==> config.mk <==
export PLATFORM = sky130hd
export DESIGN_NAME = hazard_stall_ctrl
export DESIGN_NICKNAME = d
export VERILOG_FILES = /design/src/rtl/hazard_stall_ctrl.sv
export SDC_FILE = /design/constraint.sdc
export NUM_CORES = 1
export LEC_CHECK = 0
export CAP_MARGIN = 0
export CORE_ASPECT_RATIO = 1.5
export CORE_MARGIN = 3
export CORE_UTILIZATION = 53
export DETAILED_ROUTE_END_ITERATION = 12
export PLACE_DENSITY = 0.95
export SYNTH_ARGS = -nofsm -noshare
export SYNTH_HDL_FRONTEND = slang
export SYNTH_SLANG_ARGS = --single-unit
==> constraint.sdc <==
create_clock -name clk -period 3.25 [get_ports clk]
set_clock_uncertainty 0.1 [all_clocks]
set_input_delay 0.65 -clock clk [delete_from_list [all_inputs] [get_ports clk]]
set_output_delay 0.65 -clock clk [all_outputs]
set_load 0.05 [all_outputs]
==> src/rtl/hazard_stall_ctrl.sv <==
// Pipeline hazard controller: load-use stall, taken-branch flush, drain/halt handshake
// and saturating stall/flush performance counters.
module hazard_stall_ctrl #(
   parameter int unsigned DRAIN_CYCLES = 3,
   parameter int unsigned CNT_W        = 16
) (
   input  logic             clk,
   input  logic             rst_n,
   input  logic [4:0]       id_rs,
   input  logic [4:0]       id_rt,
   input  logic             id_uses_rs,
   input  logic             id_uses_rt,
   input  logic             ex_memtoreg,
   input  logic             ex_regwr,
   input  logic [4:0]       ex_rw,
   input  logic             mem_branch_taken,
   input  logic             halt_req,
   input  logic             cnt_clr,
   output logic             pc_wr,
   output logic             ifid_wr,
   output logic             idex_bubble,
   output logic             ifid_flush,
   output logic             idex_flush,
   output logic             exmem_flush,
   output logic             halt_ack,
   output logic [CNT_W-1:0] stall_cnt,
   output logic [CNT_W-1:0] flush_cnt
);

   localparam int unsigned DCW        = 3;
   localparam int unsigned DRAIN_LOAD = DRAIN_CYCLES - 1;

   typedef enum logic [1:0] {
      RUN    = 2'd0,
      DRAIN  = 2'd1,
      HALTED = 2'd2
   } state_t;

   state_t         state;
   logic [DCW-1:0] drain_cnt;
   logic           load_use;
   logic           stall_evt;
   logic           flush_evt;

   // EX-stage load feeds a source the ID instruction actually reads
   assign load_use = ex_memtoreg && ex_regwr && (ex_rw != 5'd0) &&
                     ((id_uses_rs && (ex_rw == id_rs)) ||
                      (id_uses_rt && (ex_rw == id_rt)));

   // Pipeline-control outputs from registered state and current inputs
   always_comb begin
      pc_wr       = 1'b1;
      ifid_wr     = 1'b1;
      idex_bubble = 1'b0;
      ifid_flush  = 1'b0;
      idex_flush  = 1'b0;
      exmem_flush = 1'b0;
      stall_evt   = 1'b0;
      flush_evt   = 1'b0;
      case (state)
         RUN: begin
            if (mem_branch_taken) begin
               ifid_flush  = 1'b1;
               idex_flush  = 1'b1;
               exmem_flush = 1'b1;
               flush_evt   = 1'b1;
            end else if (load_use) begin
               pc_wr       = 1'b0;
               ifid_wr     = 1'b0;
               idex_bubble = 1'b1;
               stall_evt   = 1'b1;
            end
         end
         DRAIN: begin
            // IF/ID holds the resume point; a late taken branch still redirects the PC
            pc_wr       = mem_branch_taken;
            ifid_wr     = 1'b0;
            idex_bubble = 1'b1;
            if (mem_branch_taken) begin
               ifid_flush  = 1'b1;
               idex_flush  = 1'b1;
               exmem_flush = 1'b1;
               flush_evt   = 1'b1;
            end
         end
         HALTED: begin
            pc_wr       = 1'b0;
            ifid_wr     = 1'b0;
            idex_bubble = 1'b1;
         end
         default: begin
            pc_wr   = 1'b1;
            ifid_wr = 1'b1;
         end
      endcase
   end

   // Drain/halt state machine with registered acknowledge
   always_ff @(posedge clk or negedge rst_n) begin
      if (!rst_n) begin
         state     <= RUN;
         drain_cnt <= '0;
         halt_ack  <= 1'b0;
      end else begin
         case (state)
            RUN: begin
               if (halt_req) begin
                  state     <= DRAIN;
                  drain_cnt <= DCW'(DRAIN_LOAD);
               end
            end
            DRAIN: begin
               if (!halt_req) begin
                  state     <= RUN;
                  drain_cnt <= '0;
               end else if (drain_cnt == '0) begin
                  state    <= HALTED;
                  halt_ack <= 1'b1;
               end else begin
                  drain_cnt <= drain_cnt - DCW'(1);
               end
            end
            HALTED: begin
               if (!halt_req) begin
                  state    <= RUN;
                  halt_ack <= 1'b0;
               end
            end
            default: begin
               state     <= RUN;
               drain_cnt <= '0;
               halt_ack  <= 1'b0;
            end
         endcase
      end
   end

   // Saturating performance counters, clear wins over increment
   always_ff @(posedge clk or negedge rst_n) begin
      if (!rst_n) begin
         stall_cnt <= '0;
         flush_cnt <= '0;
      end else if (cnt_clr) begin
         stall_cnt <= '0;
         flush_cnt <= '0;
      end else begin
         if (stall_evt && (stall_cnt != '1)) stall_cnt <= stall_cnt + CNT_W'(1);
         if (flush_evt && (flush_cnt != '1)) flush_cnt <= flush_cnt + CNT_W'(1);
      end
   end

endmodule
* Yosys cells after proc, flatten, opt, wreduce, memory -nomap -nowiden *
Index checks and enable logic that the tools add are counted.

word-level totals
  register bits = 38
  input bits = 24

operators by class
  add/subtract/negate cells = 3
  equal/unequal tests = 12
  mux-type cells = 27
  bitwise operators = 2
  reduce and logical (&&, ||, !) cells = 18

operators with widths
  kind                                              number
  2-to-1 mux 16 bit                                 4
  adder 16 x 1 -> 16 bit, second input constant     2
  != test 16 bit, second input constant             2
  == test 5 bit                                     2
  2-to-1 mux 1 bit                                  10
  2-to-1 mux 3 bit                                  3
  one-hot mux 3 bit (3 select lines)                1
  2-to-1 mux 2 bit                                  4
  != test 2 bit, second input constant              4
  logical AND 1 bit                                 7
  != test 3 bit, second input constant              2
  one-hot mux 1 bit (3 select lines)                2
  one-hot mux 2 bit (3 select lines)                1
  AND reduction 3 bit                               2
  nonzero test 5 bit                                1
  one-hot mux 1 bit (2 select lines)                2
  AND reduction 4 bit                               1
  nonzero test 2 bit                                2
  OR reduction 2 bit                                2
  zero test 3 bit                                   1
  subtractor 3 x 1 -> 3 bit, second input constant  1
  == test 2 x 1 -> 1 bit, second input constant     1
  == test 2 bit, second input constant              1
  zero test 2 bit                                   1
  2 further kinds                                   3

* Longest topological paths before layout *
Gate-level depths: netlist (run 1).

  word-level depth = 10
  mapped depth = 8

* Least setup slack after synthesis (run 1) *
OpenSTA, ideal clock, no wires.

  path kind = input -> output
  start point = input port ex_rw[0]
  end point = output port ifid_wr
  arrival time = 2.262 ns
  path slack = 0.238 ns
  cell stages on the path = 6
  path buffers = 1
  path through = xor2_1 -> nor4_2 -> a32oi_1 -> buf_2 -> nor3_1 -> a21oi_1

between the ends
  longest elaborated chain between the ends = 7

RTL lines
  item                                         RTL line  RTL
  from (decl)                                  15        input logic [4:0] ex_rw,
  == test 5 bit, on equally long branches      47, 48
  logical AND 1 bit, on equally long branches  47, 48
  logical OR 1 bit                             47        ((id_uses_rs && (ex_rw == id_rs)) ||
  logical AND 1 bit *                          46        assign load_use = ex_memtoreg && ex_regwr && (ex_rw != 5'd0) &&
  2-to-1 mux 1 bit *                           67        end else if (load_use) begin
  2-to-1 mux 1 bit *                           62        if (mem_branch_taken) begin
  one-hot mux 1 bit (2 select lines) *         60        case (state)
  to (decl)                                    20        output logic ifid_wr,

Every way passes the cells marked *; elsewhere a longest branch is shown, timed or not.

* Worst setup path in the final report (run 1) *
  start point = input port ex_rw[2]
  end point = output port ifid_wr

The elaborated chain is that of the path after synthesis.

==> results.yml, run 1 <==
outcome:
  status: "completed"
synthesis:
  postSynthRegisterBits: 38
  synth_flop_cell: "sky130_fd_sc_hd__dfrtp_1"
  post_synth.cell_area_avg_sq_um: 9.10
  yosys.cell_count.top_type: "sky130_fd_sc_hd__dfrtp_1"
  synth_area_leader_cell: "sky130_fd_sc_hd__dfrtp_1"
  synth_edf_count: 0
  post_syn_nets: 295
  synthCells: 263
  seq_area_frac_synth_pct: 39.7
  synth.top_cell.area_share_pct: 39.7
  synth.lib_cells_used.distinct: 43
  synthTopCellsByCount: "sky130_fd_sc_hd__dfrtp_1 (38), sky130_fd_sc_hd__a21oi_1 (21), sky130_fd_sc_hd__nor2_1 (21), sky130_fd_sc_hd__xor2_1 (21), sky130_fd_sc_hd__nand4_1 (17)"
  netlist_top_cells_area: "sky130_fd_sc_hd__dfrtp_1 (40%), sky130_fd_sc_hd__xor2_1 (7.7%), sky130_fd_sc_hd__or4_1 (4.7%), sky130_fd_sc_hd__nand4_1 (4.4%), sky130_fd_sc_hd__a21oi_1 (4.4%)"
  synth-async-reset-ratio_pct: 100
  synthesis.area_sq_um: 2390
  synthesis.yosys.warnings: 0
worst_setup_path:
  reg_to_reg_endpoint: "stall_cnt[5]$_DFFE_PN0P_"
  critical_path.endpoint_type: "output pin"
  path_depth: 6
  max_stage_delay_ps: 570
  start_kind: "primary input"
  reg2reg_launch_point: "stall_cnt[0]$_DFFE_PN0P_"
  timing.reg2reg.worst_path_depth: 6
  regToRegSetupSlack_ps: 960
  critical_path_buf_inv_count: 2
  critPathSlowestCell: "sky130_fd_sc_hd__or4_1"
  cp_top_family: "buffers and inverters"
  timing_worst_setup_path_type: "in -> out"
  worst_ep_required_time_ps: 2500
  worstPathCellList: "clkdlybuf4s50_1, or4_1, o21ai_1, nor3_2, a21oi_1, buf_12"
  timing.critical_path.fanout_max: 3
  worst_ep_arrival_time_ps: 2430
cts:
  tritoncts_num_sinks: 38
  clock-root-buffer: "sky130_fd_sc_hd__clkbuf_8"
  ctsHoldBuffers: 0
  cts_htree_levels: 2
  tritoncts.num_buffers: 5
  worst_skew_pair.late_latency_ps: 300
  cts.reportedPaths.clkPinSlew_ps: 80
  clock_tree.buffer_depth: 2
  tritoncts: "done"
floorplanning:
  floorplan.core_area_sq_um: 4280
  die_area_sq_um: 5380
  die_height_um: 88.3
  initial_core_util_pct: 55.9
  fp_rows: 29
  pin_count: 63
  die_w_um: 60.9
global_route:
  grt_start_max_net_pins: 39
  grt_antenna_before_repair: 0
  global_route.usage.total_pct: 25.6
  number_of_global_route_vias_before_repair: 2351
  grt_remaining_overflow: 0
  global_route_wire_length_before_repair_mm: 10.6
cells_and_area:
  ff_latch_area_sq_um: 951
  antennaDiodeCount: 0
  design_area_sq_um: 3200
  layout.nets: 354
  fillers: 311
  post-route-util_pct: 74.8
  final_layout_size_suffix_gt1_share_pct: 7.12
  multi_input_area_sq_um: 1350
  area_delta_synth_final_pct: 33.8
hold_path:
  timing.hold.worst.class: "in -> async"
pwr:
  static-leakage-power_nw: 1.27
  cellPowerDensity_nw_per_um2: 626
  power.total_w: 0.00200
  vdd_drop_max_mv: 0.806
sta:
  fmaxAchievable_mhz: 315
  finalWorstPathRequiredPeriod_ps: 3180
  timing.final.hold_violations: 0
  tightestPinTransition_ps: 962
  setup_viol_count_final: 0
  final_cycle_utilization_of_the_critical_path_pct: 97.7
  hold-worst-slack_ps: 401
  drv_slew: 0
  rsz0062_at_grt: "true"
  slew-limit-headroom_pct: 35.9
  timing.setup.tns_ps: 0
place:
  dpl_cell_area_sq_um: 3050
  io_buffers: 62
  dpl.hpwl_mm: 4.47
  place.gp.congestion: 0.815
drt:
  detail_route.drc_violations: 0
  route.detailed.vias_per_inst: 6.36
  drt-wirelength-per-cell_um: 17.6
  ant_nets: 0
  postRouteWirelength_mm: 6.48
  initialDrtViolationCount: 182
  detail_route.first_pass.iterations: 4
  routed-via-count: 2347
job:
  cap_violations: 0
==> through the flow <==
stage | std cells | worst slack, ps
5_1_grt | 369 | -54.9
3_5_place_dp | 361 | 5.91
2_1_floorplan | 263 | 238
3_3_place_gp | 361 | 125
6_report | 369 | 74.6
4_1_cts | 369 | 54.9
==> logic make-up after synthesis <==
| group | share of synthesized area, % |
|---|---|
| simple gates | 26.0 |
| compound gates | 15.7 |
| flops | 39.7 |
| xor+xnor | 8.42 |
| buf+inv | 4.23 |
| fa+ha+maj | 4.18 |
| mux | 1.78 |
==> flip-flops by register name, summed over array words and instances (netlist names) <==
signal / cells
flush_cnt: 16
stall_cnt: 16
drain_cnt: 3
state: 2
halt_ack: 1
==> layer usage <==
metal	routed length [um]	global-route usage [%]	share of wire, %	vias to the layer above
met4	126	10.5	1.9	0
met2	3570	45.3	55	89
met5	0	0	0	-
met1	2450	29.4	38	1138
met3	337	4.96	5.2	15
li1	-	-	-	1105
==> worst max path at each step <==
stage / start / to / slack [ps]
after detailed placement: ex_rw[2] / ifid_wr / 6
after floorplan: ex_rw[0] / ifid_wr / 240
after global routing: ex_rw[0] / ifid_wr / -50
after global placement: ex_rw[2] / ifid_wr / 130
after CTS: ex_rw[3] / idex_bubble / 50
final: ex_rw[2] / ifid_wr / 70
==> area by class of cell <==
| class | instances | area share [%] |
|---|---|---|
| tap | 46 | 1.80 |
| clock buffer | 6 | 2.58 |
| timing repair buffer | 66 | 20.9 |
| clock inverter | 2 | 1.88 |
| sequential | 38 | 29.7 |
| inverter | 8 | 0.938 |
| multi-input combinational | 203 | 42.2 |
==> cell usage in the layout, fill, tap and decap left out, types with 3 or more instances in the layout <==
master / n
sky130_fd_sc_hd__clkdlybuf4s50_1: 55
sky130_fd_sc_hd__dfrtp_1: 38
sky130_fd_sc_hd__xor2_1: 21
sky130_fd_sc_hd__a21oi_1: 21
sky130_fd_sc_hd__nor2_1: 21
sky130_fd_sc_hd__nand4_1: 17
sky130_fd_sc_hd__or4_1: 15
sky130_fd_sc_hd__nand3_1: 14
sky130_fd_sc_hd__o31ai_1: 13
sky130_fd_sc_hd__nand2_1: 11
sky130_fd_sc_hd__inv_1: 8
sky130_fd_sc_hd__ha_1: 8
sky130_fd_sc_hd__o21ai_0: 7
sky130_fd_sc_hd__buf_4: 7
sky130_fd_sc_hd__and2_1: 6
sky130_fd_sc_hd__clkbuf_8: 6
sky130_fd_sc_hd__and3_1: 5
sky130_fd_sc_hd__o21ai_1: 4
sky130_fd_sc_hd__o211ai_1: 4
sky130_fd_sc_hd__o21a_1: 3
sky130_fd_sc_hd__and4_1: 3
sky130_fd_sc_hd__nor4_1: 3
sky130_fd_sc_hd__buf_12: 3
==> power by group <==
part	switching (W)	internal, W
registers	0.0000395	0.000515
clock network	0.000176	0.000328
logic	0.000588	0.000358
==> worst register-to-register path, delay by kind of cell, from the launching register on <==
family	cells	cell delay, ps
simple gates	4	1240
fa+ha+maj	1	290
flops	1	420
compound gates	1	150
==> timing repair <==
| item | CTS | global route |
|---|---|---|
| hold endpoints to repair | 0 | 0 |
| resized for setup | 1 | 2 |
| setup buffers | 0 | 0 |
| setup endpoints to repair | 1 | 2 |
No activity file was read; power rests on OpenSTA's default activity.
==> run 2, diff against run 1 <==
--- a/config.mk
+++ b/config.mk
@@ -9,6 +9,7 @@
 export CORE_ASPECT_RATIO = 1.5
 export CORE_MARGIN = 3
 export CORE_UTILIZATION = 53
+export CTS_CLUSTER_DIAMETER = 50
 export DETAILED_ROUTE_END_ITERATION = 12
 export PLACE_DENSITY = 0.95
 export SYNTH_ARGS = -nofsm -noshare
==> results of run 2 <==
Final layout, timing and power as in run 1 (identical DEF).
